===== src/rtl/sum_n_serial_if.sv =====
// Handshake and operand/result bundle for the serial adder/subtractor.
interface sum_n_serial_if #(
    parameter int unsigned WIDTH = 16
);
    logic             start;
    logic [WIDTH-1:0] A;
    logic [WIDTH-1:0] B;
    logic             c_in;
    logic             sub;
    logic [WIDTH-1:0] S;
    logic             c_out;
    logic             overflow;
    logic             zero;
    logic             busy;
    logic             done;

    modport master (
        output start, A, B, c_in, sub,
        input  S, c_out, overflow, zero, busy, done
    );

    modport slave (
        input  start, A, B, c_in, sub,
        output S, c_out, overflow, zero, busy, done
    );
endinterface


===== src/rtl/sum_n_serial.sv =====
// Multi-cycle WIDTH-bit adder/subtractor: SLICE bits per clock through a
// registered carry, start/busy/done handshake, carry/overflow/zero flags.
module sum_n_serial #(
    parameter int unsigned WIDTH = 16,
    parameter int unsigned SLICE = 4
) (
    input  logic         clk,
    input  logic         rst_n,
    sum_n_serial_if.slave bus
);
    localparam int unsigned NSL = WIDTH / SLICE;
    localparam int unsigned CW  = (NSL > 1) ? $clog2(NSL) : 1;

    if (WIDTH % SLICE != 0) begin : g_bad_slice
        $error("sum_n_serial: WIDTH must be a multiple of SLICE");
    end

    typedef enum logic [1:0] {IDLE, RUN, DONE} state_t;

    state_t           state, state_next;
    logic             load;
    logic [WIDTH-1:0] a_w, b_w, r_w, r_next;
    logic             carry;
    logic [CW-1:0]    cnt;
    logic [SLICE-1:0] a_sl, b_sl, sum_sl;
    logic [SLICE:0]   slice_sum;
    logic             carry_next, carry_msb, last;

    // Current slice add; the carry into the MSB falls out of the top bit of the slice.
    always_comb begin
        a_sl       = a_w[cnt*SLICE +: SLICE];
        b_sl       = b_w[cnt*SLICE +: SLICE];
        slice_sum  = {1'b0, a_sl} + {1'b0, b_sl} + {{SLICE{1'b0}}, carry};
        sum_sl     = slice_sum[SLICE-1:0];
        carry_next = slice_sum[SLICE];
        carry_msb  = a_sl[SLICE-1] ^ b_sl[SLICE-1] ^ sum_sl[SLICE-1];
        r_next     = r_w;
        r_next[cnt*SLICE +: SLICE] = sum_sl;
        last       = (cnt == CW'(NSL - 1));
    end

    // State register.
    always_ff @(posedge clk or negedge rst_n) begin
        if (!rst_n) state <= IDLE;
        else        state <= state_next;
    end

    // Next-state, operand accept and handshake outputs.
    always_comb begin
        state_next = state;
        load       = 1'b0;
        bus.busy   = 1'b0;
        bus.done   = 1'b0;
        case (state)
            IDLE: begin
                if (bus.start) begin
                    load       = 1'b1;
                    state_next = RUN;
                end
            end
            RUN: begin
                bus.busy = 1'b1;
                if (last) state_next = DONE;
            end
            DONE: begin
                bus.done = 1'b1;
                if (bus.start) begin
                    load       = 1'b1;
                    state_next = RUN;
                end else begin
                    state_next = IDLE;
                end
            end
            default: state_next = IDLE;
        endcase
    end

    // Working operands, partial result, carry and slice counter.
    always_ff @(posedge clk or negedge rst_n) begin
        if (!rst_n) begin
            a_w   <= '0;
            b_w   <= '0;
            r_w   <= '0;
            carry <= 1'b0;
            cnt   <= '0;
        end else if (load) begin
            a_w   <= bus.A;
            b_w   <= bus.B ^ {WIDTH{bus.sub}};
            r_w   <= '0;
            carry <= bus.c_in;
            cnt   <= '0;
        end else if (state == RUN) begin
            r_w   <= r_next;
            carry <= carry_next;
            cnt   <= cnt + CW'(1);
        end
    end

    // Result and flags update only on the last slice, using the in-flight slice directly.
    always_ff @(posedge clk or negedge rst_n) begin
        if (!rst_n) begin
            bus.S        <= '0;
            bus.c_out    <= 1'b0;
            bus.overflow <= 1'b0;
            bus.zero     <= 1'b0;
        end else if (state == RUN && last) begin
            bus.S        <= r_next;
            bus.c_out    <= carry_next;
            bus.overflow <= carry_msb ^ carry_next;
            bus.zero     <= (r_next == '0);
        end
    end
endmodule

===== src/flat_wrapper.sv =====
// flat-port wrapper written by rule: the top's interface ports become plain ports
module sum_n_serial_flat 
#(
    parameter int unsigned WIDTH = 16,
    parameter int unsigned SLICE = 4
)
  (clk, rst_n, bus_start, bus_A, bus_B, bus_c_in, bus_sub, bus_S, bus_c_out, bus_overflow, bus_zero, bus_busy, bus_done);
  sum_n_serial_if #(.WIDTH(WIDTH)) bus_i ();
  input  logic clk;
  input  logic rst_n;
  input wire logic [$bits(bus_i.start)-1:0] bus_start;
  input wire logic [$bits(bus_i.A)-1:0] bus_A;
  input wire logic [$bits(bus_i.B)-1:0] bus_B;
  input wire logic [$bits(bus_i.c_in)-1:0] bus_c_in;
  input wire logic [$bits(bus_i.sub)-1:0] bus_sub;
  output wire logic [$bits(bus_i.S)-1:0] bus_S;
  output wire logic [$bits(bus_i.c_out)-1:0] bus_c_out;
  output wire logic [$bits(bus_i.overflow)-1:0] bus_overflow;
  output wire logic [$bits(bus_i.zero)-1:0] bus_zero;
  output wire logic [$bits(bus_i.busy)-1:0] bus_busy;
  output wire logic [$bits(bus_i.done)-1:0] bus_done;
  assign bus_i.start = bus_start;
  assign bus_i.A = bus_A;
  assign bus_i.B = bus_B;
  assign bus_i.c_in = bus_c_in;
  assign bus_i.sub = bus_sub;
  assign bus_S = bus_i.S;
  assign bus_c_out = bus_i.c_out;
  assign bus_overflow = bus_i.overflow;
  assign bus_zero = bus_i.zero;
  assign bus_busy = bus_i.busy;
  assign bus_done = bus_i.done;
  sum_n_serial #(.WIDTH(WIDTH), .SLICE(SLICE)) u_core (.clk(clk), .rst_n(rst_n), .bus(bus_i));
endmodule

===== config.mk =====
export PLATFORM = sky130hd
export DESIGN_NAME = sum_n_serial_flat
export DESIGN_NICKNAME = d
export VERILOG_FILES = /design/src/rtl/sum_n_serial_if.sv /design/src/rtl/sum_n_serial.sv /design/src/flat_wrapper.sv
export SDC_FILE = /design/constraint.sdc
export NUM_CORES = 1
export LEC_CHECK = 0
export CORE_MARGIN = 4
export CORE_UTILIZATION = 45
export CTS_CLUSTER_SIZE = 8
export DETAILED_ROUTE_END_ITERATION = 10
export PLACE_DENSITY = 0.69
export SYNTH_ARGS = -nofsm -noshare
export SYNTH_HDL_FRONTEND = slang
export SYNTH_SLANG_ARGS = --single-unit

===== constraint.sdc =====
create_clock -name clk -period 3.5 [get_ports clk]
set_input_delay 0.875 -clock clk [delete_from_list [all_inputs] [get_ports clk]]
set_output_delay 0.875 -clock clk [all_outputs]
set_load 0.05 [all_outputs]

==> summary.md <==
| Metric | Value |
|---|---|
| Status | `completed` |
| Synth top area cells | `dfrtp_1 49%, nand2_1 8.8%, mux4_2 4.9%, o21ai_0 4.4%, xnor2_1 4.1%` |
| CTS tree | `yes` |
| Antenna violations before repair | `0` |
| Synth Register Bits | `around 70` |
| RePlAce Congestion | `approximately 0.92` |
| Routed wire length | `~7900 um` |
| YS warnings | `0` |
| Synth Flop Type | `dfrtp_1` |
| Die Area | `0.009658 mm2` |
| Pin count of the biggest net entering global routing | `between 40 and 50` |
| Hold path endpoint | `u_core.a_w[3]` |
| Placed Area | `between 0.004 and 0.005 mm2` |
| Seq/Total Area, Yosys | `49.13%` |
| Cell count along the critical path | `8` |
| Die H | `between 90 and 100 um` |
| Mapped Cells | `between 300 and 400` |
| Layout area overhead | `22.93%` |
| TritonRoute pass-1 iters | `6` |
| Crit-path max FO | `9` |
| Max-Cap Viols | `0` |
| Power, Total | `4.923 mW` |
| Clock sink total | `72` |
| Residual DRC | `0` |
| F_max | `~330 MHz` |
| Routed Antenna Nets | `0` |
| Crit Path Category | `register to register` |
| Post-CTS setup buffers | `0` |
| Setup_tns | `0 ns` |
| Post-cts hold buffer count | `0` |
| Non-filler cells, final | `between 500 and 600` |
| Total leakage power | `a little under 2 nW` |
| Critical Path Source Type | `register` |
| Yosys cell types | `45` |
| DIE WIDTH | `a little under 100 um` |
| Mapped Nets | `around 420` |
| Setup Skew | `between 0.007 and 0.008 ns` |
| Core area | `around 0.0078 mm2` |
| Post-cts repair resize count | `0` |
| Critical Path AT | `roughly 3.3 ns` |
| Worst vdd ir | `slightly above 500 uV` |
| Fill cells | `704` |
| Post-synth top area cell | `dfrtp_1` |
| DP Cell Count | `510` |
| Storage cell area | `0.001802 mm2` |
| Starting DRT DRC Count | `between 100 and 150` |
| RSZ-0062 raised after global routing | `false` |
| CP required | `between 3 and 4 ns` |
| Worst r2r path cells | `8` |
| Hold path startpoint | `u_core.a_w[3]` |
| Most common cell after layout, fill and taps aside | `nand2_1` |
| Worst reg2reg setup slack | `roughly 0.5 ns` |
| Final Max Slew Viols | `0` |
| Slowest library cell on the worst path | `dfrtp_1` |
| Most frequent cells in the layout | `86 x nand2_1, 72 x dfrtp_1, 56 x clkdlybuf4s50_1, 32 x o21ai_0, 20 x nor2_1` |
| Buffers on Ports | `57` |
| Synthesized area per cell | `approximately 9.9 um2` |
| Vias | `roughly 2700` |
| Tmin final | `approximately 3 ns` |
| Hold Path Cell Cnt | `2` |
| Worst path cell trace | `mux4_2 > fa_1 > inv_1 > fa_1 > nor2_1 > a41oi_1 > nand4_1 > o41ai_2` |
| Critical path's top delay family | `adder cells` |
| Number of CTS-inserted buffers | `9` |
| Initial Util | `a little under half` |
| Ys async rst share | `100.0%` |
| Cell mode on critical path | `fa_1` |
| Hold WC Path Type | `register to register` |
| CTS H-tree lvls | `3` |
| Multi-input gate area | `between 0.0015 and 0.002 mm2` |
| Worst slew pin tran | `between 0.8 and 0.9 ns` |
| Vias in the first global route | `between 2000 and 3000` |
| IO Count | `58` |
| Final worst-path cycle share | `a little under nine tenths` |
| CTS clk-pin slew, worst paths | `approximately 0.080 ns` |
| Row cnt | `32` |
| WL/cell | `15.01 um` |
| Worst R2R Start | `u_core.cnt[0]` |
| Later-pin clock latency in the skew report | `between 0.3 and 0.4 ns` |
| Share of layout cells above drive strength 1 | `9.220%` |
| Via-to-Cell Ratio | `around 5.2` |
| CTS Buffer Depth | `2` |
| First-pass GRT wire length | `~14000 um` |
| Dpl hpwl | `~5800 um` |
| Synthesized area | `~0.0037 mm2` |
| Yosys top cell area share | `49.13%` |
| Bufs and invs on worst path | `1` |
| Power per Cell Area | `around 1100 mW/mm2` |
| CP peak stage delay | `between 0.6 and 0.7 ns` |
| Final setup fails | `0` |
| Number of flops mapped to enable cells by yosys | `0` |
| Root Buffer | `clkbuf_8` |
| Final nets | `around 470` |
| Final instance area | `roughly 0.0045 mm2` |
| Final hold vios | `0` |
| Setup crit end kind | `register` |
| Slew Limit Headroom | `44.32%` |
| Overflow after GRT | `0` |
| WHS | `0.4768 ns` |
| GRT Overall Usage | `~17%` |
| Critical R2R Capture | `u_core.bus.zero` |
| Antenna cell count | `0` |
-- report_power, final --
group | total [mW] | switching [mW] | internal [mW] | leakage [nW]
combinational | 2.74 | 1.68 | 1.07 | 0.952
sequential | 1.46 | 0.257 | 1.20 | 0.917
clock | 0.719 | 0.303 | 0.417 | 0.108
total | 4.92 | 2.24 | 2.68 | 1.98
-- cell usage after synthesis (5+ instances only) --
cell type	count
a21oi_1	11
clkbuf_1	14
buf_2	7
a22o_1	6
o21ai_1	5
inv_1	17
o21ai_0	32
nor2_1	20
dfrtp_1	72
ha_1	9
xnor2_1	17
mux4_2	8
nor2b_1	11
nand2_1	86
-- flip-flops by register name, indices dropped and copies added, names as in the netlist --
signal and count:
u_core.a_w 16, u_core.b_w 16, u_core.bus.S 16, u_core.r_w 16, u_core.cnt 2, u_core.state 2, u_core.bus.c_out 1, u_core.bus.overflow 1
u_core.bus.zero 1, u_core.carry 1
-- routing by layer --
metal	global-route usage, %	vias up	part of all wire [%]
li1	-	1360	-
met1	23.88	1278	46
met2	26.81	89	47
met3	4.643	18	5.8
met4	5.987	0	1.9
met5	0	-	0
-- cell families after synthesis --
family / synth area share, %
DFF: 49.13
and+or+nand+nor: 16.00
buffers and inverters: 5.527
xor gates and xnor gates: 4.299
AOI/OAI and AO/OA: 15.08
muxes: 5.800
adders and majority gates: 4.163
-- worst min-delay path, cell delays in order, from the launching register on --
cell and delay, ns:
dfrtp_1 0.35, nand2_1 0.05, nand2_1 0.05
-- through the flow --
stage	util, %	setup slack [ns]
2_1_floorplan	-	0.5864
6_report	57.74	0.4946
3_5_place_dp	54.94	0.4838
3_3_place_gp	54.94	0.5749
4_1_cts	57.74	0.4604
5_1_grt	57.74	0.2553
-- layout make-up --
type	instances	share of cell area [%]
flip-flops and latches	72	39.97
multi-input cells	255	36.89
repair buffers	62	13.66
clock buffers	10	3.053
well taps	102	2.831
clock inverters	5	1.804
inverters	19	1.804
-- how the worst max path moves through the flow --
stage | startpoint | end | slack (ns)
floorplan | u_core.cnt[0] | u_core.bus.zero | 0.59
global placement | u_core.cnt[0] | u_core.bus.zero | 0.57
CTS | u_core.cnt[0] | u_core.bus.zero | 0.46
global route | u_core.cnt[0] | u_core.bus.zero | 0.26
detailed placement | u_core.cnt[0] | u_core.bus.zero | 0.48
finish | u_core.cnt[0] | u_core.bus.zero | 0.49
(Power assumes the default switching activity.)
